[src/rtl/adc_ctrl_pkg.sv]
// adc_ctrl_pkg: shared state encoding and default sizing for the ADC acquisition controller
package adc_ctrl_pkg;
  localparam int DIV_WIDTH_DEF = 16;
  localparam int COUNT_WIDTH_DEF = 16;
  localparam int CONVERT_PULSE_DEF = 4;
  localparam int TIMEOUT_CYCLES_DEF = 1023;
  typedef enum logic [2:0] {IDLE, CONVERT, WAIT_CAPTURE, WAIT_PERIOD, DONE} state_t;
endpackage

[src/rtl/adc_acquisition_controller_if.sv]
// adc_acquisition_controller_if: host/serial-path signals of the acquisition controller
// master: drives arm, abort, sample_period, sample_count, buffer_write_enable, buffer_full
// slave: drives adc_convert, start, busy, done, overrun, timeout, samples_captured
interface adc_acquisition_controller_if import adc_ctrl_pkg::*; #(
  parameter int DIV_WIDTH = DIV_WIDTH_DEF,
  parameter int COUNT_WIDTH = COUNT_WIDTH_DEF
);
  logic arm, abort, buffer_write_enable, buffer_full;
  logic [DIV_WIDTH-1:0] sample_period;
  logic [COUNT_WIDTH-1:0] sample_count, samples_captured;
  logic adc_convert, start, busy, done, overrun, timeout;
  modport master (
    output arm, abort, sample_period, sample_count, buffer_write_enable, buffer_full,
    input adc_convert, start, busy, done, overrun, timeout, samples_captured
  );
  modport slave (
    input arm, abort, sample_period, sample_count, buffer_write_enable, buffer_full,
    output adc_convert, start, busy, done, overrun, timeout, samples_captured
  );
endinterface

[src/rtl/adc_period_timer.sv]
// adc_period_timer: loadable up-counter saturating at term, tc high while count == term
// ports: clock, reset, load (restart at 0 next edge), term, tc
module adc_period_timer #(
  parameter int W = 16
) (
  input  logic         clock,
  input  logic         reset,
  input  logic         load,
  input  logic [W-1:0] term,
  output logic         tc
);
  logic [W-1:0] cnt_d, cnt_q;
  always_comb cnt_d = load ? '0 : (cnt_q == term ? cnt_q : cnt_q + 1'b1);
  always_ff @(posedge clock) cnt_q <= reset ? '0 : cnt_d;
  assign tc = cnt_q == term;
endmodule

[src/rtl/adc_acquisition_controller.sv]
// adc_acquisition_controller: sequences periodic ADC conversions and counts serial captures
// ports: clock, reset (sync, active-high), bus (slave side of adc_acquisition_controller_if)
module adc_acquisition_controller import adc_ctrl_pkg::*; #(
  parameter int DIV_WIDTH = DIV_WIDTH_DEF,
  parameter int COUNT_WIDTH = COUNT_WIDTH_DEF,
  parameter int CONVERT_PULSE = CONVERT_PULSE_DEF,
  parameter int TIMEOUT_CYCLES = TIMEOUT_CYCLES_DEF
) (
  input logic clock,
  input logic reset,
  adc_acquisition_controller_if.slave bus
);
  localparam int TW = $clog2((TIMEOUT_CYCLES > CONVERT_PULSE ? TIMEOUT_CYCLES : CONVERT_PULSE) + 1);
  localparam logic [DIV_WIDTH-1:0] MIN_PERIOD = DIV_WIDTH'(CONVERT_PULSE + 2);
  state_t state_d, state_q;
  logic [DIV_WIDTH-1:0] term_d, term_q;
  logic [COUNT_WIDTH-1:0] target_d, target_q, cap_d, cap_q, cap_inc;
  logic overrun_d, overrun_q, timeout_d, timeout_q;
  logic adc_convert_d, adc_convert_q, start_d, start_q, busy_d, busy_q, done_d, done_q;
  logic p_tc, t_tc, p_load, t_load;
  logic [TW-1:0] t_term;
  // period timer counts from each CONVERT entry; the second timer times the convert pulse in
  // CONVERT and the capture timeout in WAIT_CAPTURE, restarting on every state change
  assign p_load = state_d == CONVERT && state_q != CONVERT;
  assign t_load = state_d != state_q;
  assign t_term = state_q == CONVERT ? TW'(CONVERT_PULSE - 1) : TW'(TIMEOUT_CYCLES - 1);
  adc_period_timer #(.W(DIV_WIDTH)) u_period (
    .clock(clock), .reset(reset), .load(p_load), .term(term_q), .tc(p_tc)
  );
  adc_period_timer #(.W(TW)) u_timeout (
    .clock(clock), .reset(reset), .load(t_load), .term(t_term), .tc(t_tc)
  );
  always_comb begin
    state_d = state_q;
    term_d = term_q;
    target_d = target_q;
    cap_d = cap_q;
    overrun_d = overrun_q;
    timeout_d = timeout_q;
    cap_inc = cap_q + 1'b1;
    if (state_q == IDLE) begin
      if (bus.arm && !bus.abort) begin
        state_d = CONVERT;
        term_d = bus.sample_period > MIN_PERIOD ? bus.sample_period - 1'b1 : MIN_PERIOD - 1'b1;
        target_d = bus.sample_count;
        cap_d = '0;
        overrun_d = 1'b0;
        timeout_d = 1'b0;
      end
    end else if (bus.abort && state_q != DONE) begin
      state_d = DONE;
    end else begin
      case (state_q)
        CONVERT: state_d = t_tc ? WAIT_CAPTURE : CONVERT;
        WAIT_CAPTURE: begin
          if (bus.buffer_write_enable) begin
            cap_d = cap_inc;
            state_d = (target_q != '0 && cap_inc == target_q) ? DONE : WAIT_PERIOD;
          end else begin
            overrun_d = overrun_q | p_tc;
            timeout_d = t_tc;
            state_d = t_tc ? DONE : WAIT_CAPTURE;
          end
        end
        WAIT_PERIOD: begin
          overrun_d = overrun_q | (p_tc & bus.buffer_full);
          state_d = (p_tc && !bus.buffer_full) ? CONVERT : WAIT_PERIOD;
        end
        default: state_d = IDLE;
      endcase
    end
    adc_convert_d = state_d == CONVERT;
    start_d = state_d inside {CONVERT, WAIT_CAPTURE, WAIT_PERIOD};
    busy_d = state_d != IDLE;
    done_d = state_d == DONE;
  end
  always_ff @(posedge clock) begin
    if (reset) begin
      state_q <= IDLE;
      term_q <= '0;
      target_q <= '0;
      cap_q <= '0;
      overrun_q <= 1'b0;
      timeout_q <= 1'b0;
      adc_convert_q <= 1'b0;
      start_q <= 1'b0;
      busy_q <= 1'b0;
      done_q <= 1'b0;
    end else begin
      state_q <= state_d;
      term_q <= term_d;
      target_q <= target_d;
      cap_q <= cap_d;
      overrun_q <= overrun_d;
      timeout_q <= timeout_d;
      adc_convert_q <= adc_convert_d;
      start_q <= start_d;
      busy_q <= busy_d;
      done_q <= done_d;
    end
  end
  assign bus.adc_convert = adc_convert_q;
  assign bus.start = start_q;
  assign bus.busy = busy_q;
  assign bus.done = done_q;
  assign bus.overrun = overrun_q;
  assign bus.timeout = timeout_q;
  assign bus.samples_captured = cap_q;
endmodule

[src/flat_wrapper.sv]
// flat-port wrapper written by rule: the top's interface ports become plain ports
module adc_acquisition_controller_flat import adc_ctrl_pkg::*;
#(
  parameter int DIV_WIDTH = DIV_WIDTH_DEF,
  parameter int COUNT_WIDTH = COUNT_WIDTH_DEF,
  parameter int CONVERT_PULSE = CONVERT_PULSE_DEF,
  parameter int TIMEOUT_CYCLES = TIMEOUT_CYCLES_DEF
)
  (clock, reset, bus_arm, bus_abort, bus_sample_period, bus_sample_count, bus_buffer_write_enable, bus_buffer_full, bus_adc_convert, bus_start, bus_busy, bus_done, bus_overrun, bus_timeout, bus_samples_captured);
  adc_acquisition_controller_if #(.DIV_WIDTH(DIV_WIDTH), .COUNT_WIDTH(COUNT_WIDTH)) bus_i ();
  input logic clock;
  input logic reset;
  input wire logic [$bits(bus_i.arm)-1:0] bus_arm;
  input wire logic [$bits(bus_i.abort)-1:0] bus_abort;
  input wire logic [$bits(bus_i.sample_period)-1:0] bus_sample_period;
  input wire logic [$bits(bus_i.sample_count)-1:0] bus_sample_count;
  input wire logic [$bits(bus_i.buffer_write_enable)-1:0] bus_buffer_write_enable;
  input wire logic [$bits(bus_i.buffer_full)-1:0] bus_buffer_full;
  output wire logic [$bits(bus_i.adc_convert)-1:0] bus_adc_convert;
  output wire logic [$bits(bus_i.start)-1:0] bus_start;
  output wire logic [$bits(bus_i.busy)-1:0] bus_busy;
  output wire logic [$bits(bus_i.done)-1:0] bus_done;
  output wire logic [$bits(bus_i.overrun)-1:0] bus_overrun;
  output wire logic [$bits(bus_i.timeout)-1:0] bus_timeout;
  output wire logic [$bits(bus_i.samples_captured)-1:0] bus_samples_captured;
  assign bus_i.arm = bus_arm;
  assign bus_i.abort = bus_abort;
  assign bus_i.sample_period = bus_sample_period;
  assign bus_i.sample_count = bus_sample_count;
  assign bus_i.buffer_write_enable = bus_buffer_write_enable;
  assign bus_i.buffer_full = bus_buffer_full;
  assign bus_adc_convert = bus_i.adc_convert;
  assign bus_start = bus_i.start;
  assign bus_busy = bus_i.busy;
  assign bus_done = bus_i.done;
  assign bus_overrun = bus_i.overrun;
  assign bus_timeout = bus_i.timeout;
  assign bus_samples_captured = bus_i.samples_captured;
  adc_acquisition_controller #(.DIV_WIDTH(DIV_WIDTH), .COUNT_WIDTH(COUNT_WIDTH), .CONVERT_PULSE(CONVERT_PULSE), .TIMEOUT_CYCLES(TIMEOUT_CYCLES)) u_core (.clock(clock), .reset(reset), .bus(bus_i));
endmodule
[config.mk]
export PLATFORM = sky130hd
export DESIGN_NAME = adc_acquisition_controller_flat
export DESIGN_NICKNAME = d
export VERILOG_FILES = /design/src/rtl/adc_ctrl_pkg.sv /design/src/rtl/adc_acquisition_controller_if.sv /design/src/rtl/adc_period_timer.sv /design/src/rtl/adc_acquisition_controller.sv /design/src/flat_wrapper.sv
export SDC_FILE = /design/constraint.sdc
export NUM_CORES = 1
export LEC_CHECK = 0
export CORE_MARGIN = 4
export CORE_UTILIZATION = 56
export DETAILED_ROUTE_END_ITERATION = 10
export PLACE_DENSITY = 0.81
export REMOVE_ABC_BUFFERS = 1
export SYNTH_ARGS = -nofsm -noshare
export SYNTH_HDL_FRONTEND = slang
export SYNTH_SLANG_ARGS = --single-unit
[constraint.sdc]
create_clock -name clock -period 8.6 [get_ports clock]
set_clock_uncertainty 0.1 [all_clocks]
set_input_delay 0.86 -clock clock [delete_from_list [all_inputs] [get_ports clock]]
set_output_delay 0.86 -clock clock [all_outputs]
set_load 0.05 [all_outputs]
# Yosys cells after proc, flatten, opt, wreduce, memory -nomap -nowiden
# Index checks and enable logic that the tools add are counted.
[word_totals] output_inout_bits=22 reg_bits=83 elab_cells=82 input_bits=38
[op_classes] n_bitwise=3 n_eq_ne=17 muxes=25 magnitude_cmp=1 addsub=4 reduce_logical=20
[op_table] op="$mux W16" n=6
[op_table] op="$add A16 B1 Y16 const B" n=2
[op_table] op="$eq A16 B16 Y1" n=2
[op_table] op="$mux W3" n=6
[op_table] op="$gt A16 B3 Y1 const B" n=1
[op_table] op="$reduce_bool A16 Y1" n=1
[op_table] op="$sub A16 B1 Y16 const B" n=1
[op_table] op="$eq A3 B2 Y1 const B" n=4
[op_table] op="$reduce_and A4 Y1" n=3
[op_table] op="$add A10 B1 Y10 const B" n=1
[op_table] op="$eq A10 B10 Y1" n=1
[op_table] op="$mux W10" n=1
[op_table] op="$pmux W3 S3" n=1
[op_table] op="$reduce_bool A3 Y1" n=3
[op_table] op="$mux W1" n=8
[op_table] op="$eq A3 B1 Y1 const B" n=2
[op_table] op="$logic_and A1 B1 Y1" n=5
[op_table] op="$mux W2" n=2
[op_table] op="$ne A2 B1 Y1 const B" n=2
[op_table] op="$reduce_bool A2 Y1" n=2
[op_table] op="$reduce_or A2 Y1" n=2
[op_table] op="$eq A3 B3 Y1 const B" n=1
[op_table] op="$logic_not A3 Y1" n=1
[op_table] op="$ne A3 B1 Y1 const B" n=1
[op_table] op="9 further kinds" n=11

# Logic depth before layout (Yosys ltp)
[logic_depth] ltp_word=11 mapped_depth=10 ltp_nobuf=8

# Modules after synthesis
# A second synthesis with hierarchy kept.
[unflattened] cells_unflattened=596 area_unflattened_um2=4718.3
[by_module_without_submodules] module="adc_acquisition_controller" area_per_inst_um2=3180.6 seq_area_each_um2=1141.1 n_inst=1 cells_each=418
[by_module_without_submodules] module="adc_period_timer at u_core.u_period" area_per_inst_um2=972.2 seq_area_each_um2=320.3 n_inst=1 cells_each=111
[by_module_without_submodules] module="adc_period_timer at u_core.u_timeout" area_per_inst_um2=565.5 seq_area_each_um2=200.2 n_inst=1 cells_each=67

# Worst setup path after synthesis
# Ideal clock, no wire load.
[synth_timing] path_type="flip-flop to flip-flop" start="reg u_core.cap_q[1] (netlist: u_core.bus.samples_captured[1])" end="reg u_core.u_timeout.cnt_q[0]" arrival_time_ns=3.016 required_ns=8.358 path_stages_with_launch=10 setup_ns=0.142 path_buffers=1 synth_period_minus_slack_ns=3.258 path_slack_ns=5.342 cell_sequence="dfxtp_1 > ha_1 > buf_2 > nand4_1 > nor4_1 > xnor2_1 > nand3_1 > or4_4 > a221oi_4 > nor3_1"
[synth_between] elab_chain_len=10
[synth_lines] element="start, declared" line="adc_acquisition_controller.sv:17" source="logic [COUNT_WIDTH-1:0] target_d, target_q, cap_d, cap_q, cap_inc;"
[synth_lines] element="start signal, assigned" line="adc_acquisition_controller.sv:93" source="cap_q <= cap_d;"
[synth_lines] element="$add A16 B1 Y16" line="adc_acquisition_controller.sv:40" source="cap_inc = cap_q + 1'b1;"
[synth_lines] element="$eq A16 B16 Y1" line="adc_acquisition_controller.sv:58" source="state_d = (target_q != '0 && cap_inc == target_q) ? DONE : WAIT_PERIOD;"
[synth_lines] element="$logic_and A1 B1 Y1" line="adc_acquisition_controller.sv:58"
[synth_lines] element="$mux W3" line="adc_acquisition_controller.sv:58"
[synth_lines] element="$mux W3" line="adc_acquisition_controller.sv:56" source="if (bus.buffer_write_enable) begin"
[synth_lines] element="$pmux W3 S3" line="adc_acquisition_controller.sv:53" source="case (state_q)"
[synth_lines] element="$mux W3" line="adc_acquisition_controller.sv:50" source="end else if (bus.abort && state_q != DONE) begin"
[synth_lines] element="$mux W3" line="adc_acquisition_controller.sv:41" source="if (state_q == IDLE) begin"
[synth_lines] element="$ne A3 B3 Y1" line="adc_acquisition_controller.sv:25" source="assign t_load = state_d != state_q;"
[synth_lines] element="$reduce_or A2 Y1 (no source line)"
[synth_lines] element="end signal, assigned" line="adc_period_timer.sv:14" source="always_ff @(posedge clock) cnt_q <= reset ? '0 : cnt_d;"
[synth_lines] element="end, declared" line="adc_period_timer.sv:12" source="logic [W-1:0] cnt_d, cnt_q;"
# Every way passes these cells.
# A chain may end at the register's enable or synchronous reset.

# Final worst setup path
[layout_timing] start="in bus_abort" end="reg u_core.term_q[8]"
[layout_between] elab_chain_len=3
[layout_lines] element="start, declared" line="flat_wrapper.sv:14" source="input wire logic [$bits(bus_i.abort)-1:0] bus_abort;"
[layout_lines] element="$logic_not A1 Y1" line="adc_acquisition_controller.sv:42" source="if (bus.arm && !bus.abort) begin"
[layout_lines] element="$logic_and A1 B1 Y1" line="adc_acquisition_controller.sv:42"
[layout_lines] element="$reduce_and A2 Y1 (no source line)"
[layout_lines] element="end signal, assigned" line="adc_acquisition_controller.sv:91" source="term_q <= term_d;"
[layout_lines] element="end, declared" line="adc_acquisition_controller.sv:16" source="logic [DIV_WIDTH-1:0] term_d, term_q;"
# Every way passes these cells.

==> results list <==
- Subtracting the final worst setup slack from the clock period gives between 4 and 5 ns.
- Number of max-slew violations in the final report: 0
- Data arrival time of the critical path: 4.22 ns
* Overflow left after global routing: 0
- Buffer depth of the longest clock path: 2
* Utilization after layout: 67.1%
* Count of buffers inserted at the top-level ports: 59
- Unrepaired setup endpoints after global routing: no
- Detailed placement finished with a half-perimeter wire length of between 8 and 9 mm.
- Number of global-route vias before repair: around 4200
- For this run, design rule violations remaining after detail routing come to 0.
- Clock-pin slew was measured on the worst setup and hold paths at 0.08 ns.
- Setup violations remaining at the end of the flow were counted as 0.
* Number of H-tree levels: 3
- The tree built by TritonCTS fans out to 83 sinks.
* Depth of the worst hold-timing path: 2
- Total clock buffers created by CTS: 9
- Height of the die: around 100 um
- After clock tree synthesis, the flow added hold-fix buffers numbering 0.
- Measured in cells, the most critical reg-to-reg path has a length of 8.
- The Yosys step of the flow raised 0 warnings.
- For the worst setup path, the data required time is a little under 9 ns.
- P&R area growth vs syn: 16.1%
* Slack of the critical path: between 4 and 5 ns
- Starting utilization of the core area: between 50 and 60%
- TritonCTS built the clock tree.
- Maximum number of pins on one net before global-route repair: 73
- Worst setup timing slack at the placement stage: around 4.3 ns
- Worst IR drop on VDD: slightly below 0.07 mV
* Max_cap viols: 0
- The die covers between 10000 and 15000 um^2.
- Area taken by flip-flops and latches: 1660 um^2
* Detailed-routing iteration count for the pre-antenna-repair pass: 5
* Share of flip-flops with an asynchronous set or reset: 0%
- The number of hold violations in the final report is 0.
* Main synth FF type: sky130_fd_sc_hd__dfxtp_1
* Crit share post-route: 46.9%
* Final Net Count: between 600 and 700
* Unique cell type count in the Yosys netlist: 65
* Final weighted congestion in routability-driven placement: between 0.9 and 1
- The analysis attributes to cell leakage a power of 1.85 nW.
- Type of element launching the critical path: input pin
- Share of layout cells above drive strength 1: ~6%
* Routed wire length per instance: 16.7 um
* Power density over cell area: 150 nW/um^2
* Core Area: 8220 um^2
* GR Util All Layers: 23.7%
- After synthesis, flip-flops and latches occupy 35.0% of the total area.
- The first global-routing pass estimated 19.4 mm of wire.
- Static timing analysis puts the maximum clock frequency at around 0.25 GHz.
- Crit Path Max Fanout: 31
* ANT nets after route: 0
- Headroom to the max-slew limit came out at between 10% and 20%.
- Number of filler cells placed in the layout: ~680
- Row generation in the floorplan step produced 33 rows.
- # Post-CTS Setup Buffers: 0
- Gates resized, CTS repair: 0
- Status: completed
- Initial DRC count: 303
- The critical path is of the in -> reg type.
* Number of enable flip-flop cells after synthesis: 0
- In the final layout, the multi-input gates occupy 2880 um^2.
* Worst hold path type: reg -> reg
* Worst setup EP type: flip-flop
- Clock latency on the worst-skew pair: ~0.36 ns
- Post-synthesis area per instance: around 8.4 um^2
- 0 antenna diodes ended up in the layout.
- # IOs: 60
* Via Count: ~4500
* Die Wd: roughly 100 um
- The routed design has 11.9 mm of wire.
- Summed over all failing endpoints, the final setup total negative slack is 0 ns.
- Mapped Area: 4750 um^2
* Flop and latch count out of synthesis: 83
- Number of antenna violations at the first check in global routing: 0
- In the routed layout, each cell is associated on average with a via count of ~6.2.
- In this run the clock root is driven by a sky130_fd_sc_hd__clkbuf_8.
- For the pin with the worst max-slew slack, the measured transition is about 1.3 ns.
- Syn Inst Count: about 570
[final timing paths]
| check | from | endpoint | slack [ns] |
|---|---|---|---|
| max | bus_abort | u_core.term_q[8]$_SDFFE_PP0P_ | 4.57 |
| min | u_core.target_q[3]$_SDFFE_PP0P_ | u_core.target_q[3]$_SDFFE_PP0P_ | 0.40 |
| max reg2reg | u_core.bus.samples_captured[0]$_SDFFE_PP0P_ | u_core.u_period.cnt_q[3]$_SDFFE_PP0N_ | 4.89 |
| min reg2reg | u_core.target_q[3]$_SDFFE_PP0P_ | u_core.target_q[3]$_SDFFE_PP0P_ | 0.40 |
[cell usage after synthesis (all sizes together) (3+ instances only)]
cell type | count | area (um^2)
dfxtp | 83 | 1660
a311oi | 20 | 175
nor2 | 46 | 173
or4 | 5 | 45.0
clkbuf | 20 | 75.1
o22ai | 3 | 18.8
inv | 13 | 48.8
nor2b | 7 | 43.8
o21ai | 19 | 98.9
nand2 | 54 | 203
xnor2 | 41 | 359
or3 | 3 | 18.8
a22oi | 15 | 113
a21oi | 36 | 191
or2 | 3 | 18.8
nor3 | 24 | 125
nand4 | 16 | 115
nor4 | 21 | 150
mux2i | 3 | 30.0
buf | 15 | 82.6
and3 | 10 | 62.6
a31oi | 5 | 46.3
nand3 | 23 | 140
nand3b | 3 | 22.5
xor2 | 30 | 263
ha | 5 | 62.6
a211oi | 6 | 45.0
nand2b | 5 | 31.3
[kinds of logic (layout without fill, tap and decap cells)]
kind of cell               after synthesis  after routing  synth area share, %
and+or+nand+nor                        229            229                 25.8
AOI/OAI and AO/OA                      128            128                 19.4
DFF                                     83             83                 35.0
xor gates and xnor gates                72             72                 13.6
buffers and inverters                   48             89                 4.35
adders and majority gates                5              5                 1.32
muxes                                    3              3                0.633
[state kept, by name, indices dropped and copies added (netlist names)]
| name | count |
|---|---|
| u_core.bus.adc_convert | 1 |
| u_core.bus.busy | 1 |
| u_core.bus.done | 1 |
| u_core.bus.overrun | 1 |
| u_core.bus.samples_captured | 16 |
| u_core.bus.start | 1 |
| u_core.bus.timeout | 1 |
| u_core.state_q | 3 |
| u_core.target_q | 16 |
| u_core.term_q | 16 |
| u_core.u_period.cnt_q | 16 |
| u_core.u_timeout.cnt_q | 10 |
[power breakdown]
group / internal (mW) / switching (mW)
Clock: 0.133 / 0.147
Combinational: 0.0571 / 0.0743
Sequential: 0.398 / 0.0182
[worst max-delay path: stages]
cell,delay [ns]
sky130_fd_sc_hd__clkdlybuf4s50_1,0.53
sky130_fd_sc_hd__nor2_1,0.28
sky130_fd_sc_hd__nand3_1,0.84
sky130_fd_sc_hd__a31oi_1,1.36
sky130_fd_sc_hd__a22oi_1,0.17
sky130_fd_sc_hd__nor2_1,0.17
[metrics by stage]
stage                     instances  total power, mW  cell area [um^2]  hold slack, ns
after CTS                       714            0.828              5510           0.393
after global routing            714            0.861              5510           0.426
after global placement          699            0.550              5320           0.375
final                           714            0.828              5510           0.395
after detailed placement        699            0.555              5320           0.381
after floorplan                 533            0.502              4590           0.353
[layer usage]
metal / routed length (um) / vias up / global-route usage [%]
met1: 5020 / 2098 / 30.5
li1: - / 2148 / -
met2: 5860 / 194 / 39.3
met4: 212 / 0 / 9.64
met5: 0 / - / 0
met3: 820 / 20 / 4.17
[placed cells by master, fill, tap and decap left out, types with 6 or more instances in the layout]
master and n:
sky130_fd_sc_hd__a21oi_1 35, sky130_fd_sc_hd__xor2_1 30, sky130_fd_sc_hd__o21ai_0 16, sky130_fd_sc_hd__clkdlybuf4s50_1 58, sky130_fd_sc_hd__nand3_1 21, sky130_fd_sc_hd__clkbuf_8 9, sky130_fd_sc_hd__nor3_1 23, sky130_fd_sc_hd__xnor2_1 41
sky130_fd_sc_hd__a211oi_1 6, sky130_fd_sc_hd__dfxtp_1 83, sky130_fd_sc_hd__inv_1 13, sky130_fd_sc_hd__nand2_1 54, sky130_fd_sc_hd__nand4_1 15, sky130_fd_sc_hd__nor4_1 18, sky130_fd_sc_hd__nor2_1 46, sky130_fd_sc_hd__and3_1 10
sky130_fd_sc_hd__a22oi_1 15, sky130_fd_sc_hd__nor2b_1 7, sky130_fd_sc_hd__a311oi_1 20
[final cells by class]
class | count | area share (%)
timing repair buffer | 61 | 10.9
clock buffer | 9 | 2.25
clock inverter | 6 | 1.20
sequential | 83 | 30.2
inverter | 13 | 0.886
multi-input combinational | 437 | 52.2
tap | 105 | 2.38
(Power assumes the default switching activity.)
